<file path="src/rtl/cu_fetch.sv">
// Instruction fetch stage: owns the PC, reads instruction memory over req/ack and
// presents IR/PC to decode over valid/ready. Optional request timeout under FETCH_TIMEOUT_EN.
module cu_fetch #(
  parameter int unsigned IMEM_DEPTH = 128,
  parameter logic [31:0] RESET_PC   = 32'h0000_0000,
  parameter int unsigned MAX_WAIT   = 15
) (
  input  logic        soc_clk,
  input  logic        reset,
  input  logic        fetch_en,
  input  logic        stall,
  input  logic        redirect_valid,
  input  logic [31:0] redirect_pc,
  output logic        mem_req,
  output logic [31:0] mem_addr,
  input  logic        mem_ack,
  input  logic [31:0] mem_rdata,
  output logic        ir_valid,
  input  logic        ir_ready,
  output logic [31:0] ir_out,
  output logic [31:0] ir_pc,
  output logic        pc_fault,
  output logic        fetch_timeout
);

  typedef enum logic [1:0] {ST_IDLE, ST_REQ, ST_HOLD, ST_FAULT} state_t;

  localparam logic [31:0] PC_LIMIT = 32'(4 * IMEM_DEPTH);

  if (MAX_WAIT < 1) begin : g_max_wait_check
    $error("MAX_WAIT must be at least 1");
  end

  state_t      r_state, w_state_nx;
  logic [31:0] r_pc, w_pc_nx;
  logic [31:0] r_mem_addr, w_mem_addr_nx;
  logic [31:0] r_ir_out, w_ir_out_nx;
  logic [31:0] r_ir_pc, w_ir_pc_nx;
  logic        r_mem_req, w_mem_req_nx;
  logic        r_ir_valid, w_ir_valid_nx;
  logic        r_pc_fault, w_pc_fault_nx;
  logic        r_squash, w_squash_nx;
  logic        w_pc_illegal;
  logic        w_timeout_hit;

  assign w_pc_illegal = (r_pc[1:0] != 2'b00) || (r_pc >= PC_LIMIT);

`ifdef FETCH_TIMEOUT_EN
  localparam int unsigned WAIT_W = ($clog2(MAX_WAIT + 1) < 4) ? 4 : $clog2(MAX_WAIT + 1);

  logic [WAIT_W-1:0] r_wait;
  logic              r_fetch_timeout;

  // Counter idles at zero outside REQ, so it is already clear on entry to REQ.
  assign w_timeout_hit = (r_state == ST_REQ) && !mem_ack && (r_wait == WAIT_W'(MAX_WAIT - 1));

  always_ff @(posedge soc_clk or posedge reset) begin
    if (reset) begin
      r_wait          <= '0;
      r_fetch_timeout <= 1'b0;
    end else begin
      if (r_state != ST_REQ)
        r_wait <= '0;
      else if (!mem_ack)
        r_wait <= r_wait + WAIT_W'(1);
      if (w_timeout_hit)
        r_fetch_timeout <= 1'b1;
    end
  end

  assign fetch_timeout = r_fetch_timeout;
`else
  assign w_timeout_hit = 1'b0;
  assign fetch_timeout = 1'b0;
`endif

  always_comb begin
    w_state_nx    = r_state;
    w_pc_nx       = r_pc;
    w_mem_addr_nx = r_mem_addr;
    w_ir_out_nx   = r_ir_out;
    w_ir_pc_nx    = r_ir_pc;
    w_mem_req_nx  = r_mem_req;
    w_ir_valid_nx = r_ir_valid;
    w_pc_fault_nx = r_pc_fault;
    w_squash_nx   = r_squash;
    case (r_state)
      ST_IDLE: begin
        if (redirect_valid) begin
          w_pc_nx = redirect_pc;
        end else if (fetch_en && !stall) begin
          if (w_pc_illegal) begin
            w_state_nx    = ST_FAULT;
            w_pc_fault_nx = 1'b1;
          end else begin
            w_state_nx    = ST_REQ;
            w_mem_req_nx  = 1'b1;
            w_mem_addr_nx = r_pc;
            w_squash_nx   = 1'b0;
          end
        end
      end
      ST_REQ: begin
        if (mem_ack) begin
          w_mem_req_nx = 1'b0;
          // A redirect arriving with the ack kills the word just like an earlier one.
          if (redirect_valid || r_squash) begin
            w_squash_nx = 1'b0;
            w_state_nx  = ST_IDLE;
          end else begin
            w_ir_out_nx   = mem_rdata;
            w_ir_pc_nx    = r_pc;
            w_ir_valid_nx = 1'b1;
            w_pc_nx       = r_pc + 32'd4;
            w_state_nx    = ST_HOLD;
          end
        end else if (w_timeout_hit) begin
          w_mem_req_nx  = 1'b0;
          w_pc_fault_nx = 1'b1;
          w_state_nx    = ST_FAULT;
        end else if (redirect_valid) begin
          w_squash_nx = 1'b1;
        end
        if (redirect_valid)
          w_pc_nx = redirect_pc;
      end
      ST_HOLD: begin
        if (redirect_valid) begin
          w_pc_nx       = redirect_pc;
          w_ir_valid_nx = 1'b0;
          w_state_nx    = ST_IDLE;
        end else if (ir_ready) begin
          w_ir_valid_nx = 1'b0;
          w_state_nx    = ST_IDLE;
        end
      end
      ST_FAULT: begin
        w_mem_req_nx  = 1'b0;
        w_ir_valid_nx = 1'b0;
        w_pc_fault_nx = 1'b1;
      end
      default: w_state_nx = ST_IDLE;
    endcase
  end

  always_ff @(posedge soc_clk or posedge reset) begin
    if (reset) begin
      r_state    <= ST_IDLE;
      r_pc       <= RESET_PC;
      r_mem_addr <= '0;
      r_ir_out   <= '0;
      r_ir_pc    <= '0;
      r_mem_req  <= 1'b0;
      r_ir_valid <= 1'b0;
      r_pc_fault <= 1'b0;
      r_squash   <= 1'b0;
    end else begin
      r_state    <= w_state_nx;
      r_pc       <= w_pc_nx;
      r_mem_addr <= w_mem_addr_nx;
      r_ir_out   <= w_ir_out_nx;
      r_ir_pc    <= w_ir_pc_nx;
      r_mem_req  <= w_mem_req_nx;
      r_ir_valid <= w_ir_valid_nx;
      r_pc_fault <= w_pc_fault_nx;
      r_squash   <= w_squash_nx;
    end
  end

  assign mem_req  = r_mem_req;
  assign mem_addr = r_mem_addr;
  assign ir_valid = r_ir_valid;
  assign ir_out   = r_ir_out;
  assign ir_pc    = r_ir_pc;
  assign pc_fault = r_pc_fault;

endmodule

</file>
<file path="config.mk">
export PLATFORM = sky130hd
export DESIGN_NAME = cu_fetch
export DESIGN_NICKNAME = d
export VERILOG_FILES = /design/src/rtl/cu_fetch.sv
export SDC_FILE = /design/constraint.sdc
export NUM_CORES = 1
export LEC_CHECK = 0
export ABC_AREA = 1
export CORE_ASPECT_RATIO = 0.6
export CORE_UTILIZATION = 53
export CTS_CLUSTER_SIZE = 30
export DETAILED_ROUTE_END_ITERATION = 8
export PLACE_DENSITY = 0.86
export SLEW_MARGIN = 30
export SYNTH_ARGS = -nofsm -noshare
export SYNTH_HDL_FRONTEND = slang
export SYNTH_SLANG_ARGS = --single-unit
</file>
<file path="constraint.sdc">
create_clock -name soc_clk -period 7.4 [get_ports soc_clk]
set_input_delay 0.74 -clock soc_clk [delete_from_list [all_inputs] [get_ports soc_clk]]
set_output_delay 0.74 -clock soc_clk [all_outputs]
set_load 0.01 [all_outputs]
</file>
==> summary.txt <==
Hold Worst Slack -> 0.476 ns
DRC -> 0
Primary FF master, synth -> dfrtp_1
Slew Limit Fails -> 0
Post-CTS Setup Bufs -> 0
GP Congestion -> 0.974
period utilization -> 38.0%
CTS root buf -> clkbuf_16
commonest non-fill, non-tap cell in the layout -> nand2_1
die area -> 12,900 um2
die extent in x -> 146 um
number of global-route vias before repair -> 5,488
Max IR drop VDD -> 0.208 mV
Clock Skew -> 0.0102 ns
Setup TNS -> 0 ns
Yosys warnings -> 0
Ant. Diodes -> 0
Rows -> 31
crit-path cells -> clkdlybuf4s50_1 -> nor2_2 -> nand2_1 -> inv_2 -> nand2_4 -> buf_4 -> mux2_4
top cell type's share of synthesized area -> 50.9%
Yosys reg bits -> 134
H-tree depth -> 4
leakage -> 4.30 nW
Worst R2R Setup Slack -> 4.66 ns
Worst-path clk slew -> 0.06 ns
f_max -> 0.356 GHz
Fin. Hold Viols -> 0
Critical-path top delay cell -> buf_4
# clock sinks -> 134
Final Setup Violations -> 0
largest net degree at the start of global routing -> 78
antenna violations before repair -> 0
cells after synthesis -> 770
CP required -> 7.69 ns
fin nets -> 1,012
sequential element share of the synthesized area -> 50.9%
Starting Density -> 54.4%
hpwl dp -> 12.5 mm
commonest non-fill, non-tap cells in the layout -> nand2_1 (215), clkdlybuf4s50_1 (169), dfrtp_1 (134)
CTS Buf Count -> 17
Netlist cell types -> 30
Placed Instance Area -> 8340 um2
CTS tree -> done
Post-DRT Antenna Nets -> 0
P per Cell Area -> 397 nW/um2
DRT Wirelength -> 17.9 mm
clk buf depth -> 2
WL/cell -> 16.1 um
Slew headroom -> 52.9%
Max-Cap Viols -> 0
startpoint types -> input pin
synth top area cells -> dfrtp_1 (51%), nand2_1 (12%), mux2_4 (7.3%), nor2_1 (5.6%), inv_1 (3.7%)
CP Class -> in -> reg
area growth from synthesis to layout -> 35.4%
overall global routing resource usage -> 28.6%
vias per cell -> 5.27
HP Class -> reg -> reg
Final Power -> 3.54 mW
# IOs -> 171
slowest stage delay, CP -> 0.67 ns
CP Capture Type -> flip-flop
Clock Latency Late Sink -> 0.42 ns
die height -> 88.4 um
Crit Path Max Fanout -> 56
Worst Max-Slew Pin Slew -> 0.707 ns
post_cts resized -> 0
most area-hungry cell type in the Yosys netlist -> dfrtp_1
number of enable flip-flop cells after synthesis -> 0
layout cell share with drive strength beyond 1 -> 12.0%
Finished Cell Area -> 8920 um2
minimum clock period -> 2.81 ns
status -> finished, final reports clean
Fill cells -> 905
Arr. time, crit path -> 3.11 ns
initial drt markers -> 489
total gr overflow -> 0
first-pass GRT wire length -> 28.1 mm
via count -> 5,865
Netlist Area Pre-Place -> 6590 um2
hold_buf cts -> 0
Async S/R FF share, synth -> 100%
Synth Net Count -> 847
RSZ-0062 raised after global routing -> false
Avg Cell Area, Syn -> 8.56 um2
I/O Buffers -> 169
total core area -> 12,100 um2
1st-pass router iterations -> 8
## layout make-up
class | count | area [um2] | share of cell area (%)
clock buffer | 19 | 443 | 4.96
clock inverter | 12 | 131 | 1.47
inverter | 84 | 323 | 3.62
multi-input combinational | 526 | 2750 | 30.8
sequential | 134 | 3350 | 37.6
tap | 165 | 206 | 2.31
timing repair buffer | 172 | 1720 | 19.3
## routing by layer
metal  track usage (%)  vias to the layer above  part of all wire [%]
li1                  -                     2772                     -
met1              40.8                     2790                    46
met2              42.6                      276                    43
met3              7.94                       27                    10
met4              8.90                        0                   1.3
met5                 0                        -                     0
## cell usage after synthesis, types with 3 or more instances
cell type and number:
nand2_4 12, buf_2 14, clkbuf_1 3, nor2_1 98, buf_6 5, nor3_1 3
a22oi_1 3, buf_4 3, ha_1 6, nand4_1 5, nor2_2 12, o22ai_1 5
dfrtp_1 134, inv_1 65, inv_2 18, nand2_1 215, o21ai_0 26, nand3_1 41
mux2_4 32, o21ai_1 46, a21oi_1 11, nand2_2 3
## per-stage QoR
stage	instances	setup WS [ns]	util, %
after global routing	1112	4.49	73.7
final	1112	4.59	73.7
after global placement	1081	4.13	68.9
after CTS	1112	4.61	73.7
after floorplan	770	3.08	-
after detailed placement	1081	4.18	68.9
## kinds of logic (layout without fill, tap and decap cells)
kind of cell	Yosys count	count (layout)	synth area share (%)
other cells	1	1	0.0569
flops	134	134	50.9
buf+inv	110	287	7.48
compound gates	94	94	7.48
fa+ha+maj	6	6	1.14
mux	32	32	7.29
simple gates	393	393	25.6
## registers in the layout, indices dropped and copies added, names as in the netlist
| name | count |
|---|---|
| ir_out | 32 |
| ir_pc | 32 |
| mem_addr | 32 |
| r_pc | 32 |
| r_state | 2 |
| ir_valid | 1 |
| mem_req | 1 |
| pc_fault | 1 |
| r_squash | 1 |
## where the power goes
group | internal [mW] | switching, mW
combinational | 0.696 | 0.775
clock | 0.502 | 0.321
sequential | 1.01 | 0.243
total | 2.20 | 1.34
## final timing paths
kind,from,end,depth (start not counted)
max,redirect_valid,ir_out[16],7
min,mem_addr[25],mem_addr[25],2
max reg2reg,r_state[1],ir_out[16],9
min reg2reg,mem_addr[25],mem_addr[25],2
max in group asynchronous,reset,r_pc[25],3
min in group asynchronous,reset,mem_addr[14],2
## critical path, delay by kind of cell
family        cells  cell delay [ns]
buf+inv           3             1.32
mux               1             0.36
simple gates      3             0.62
Power figures use the tool's default switching activity.
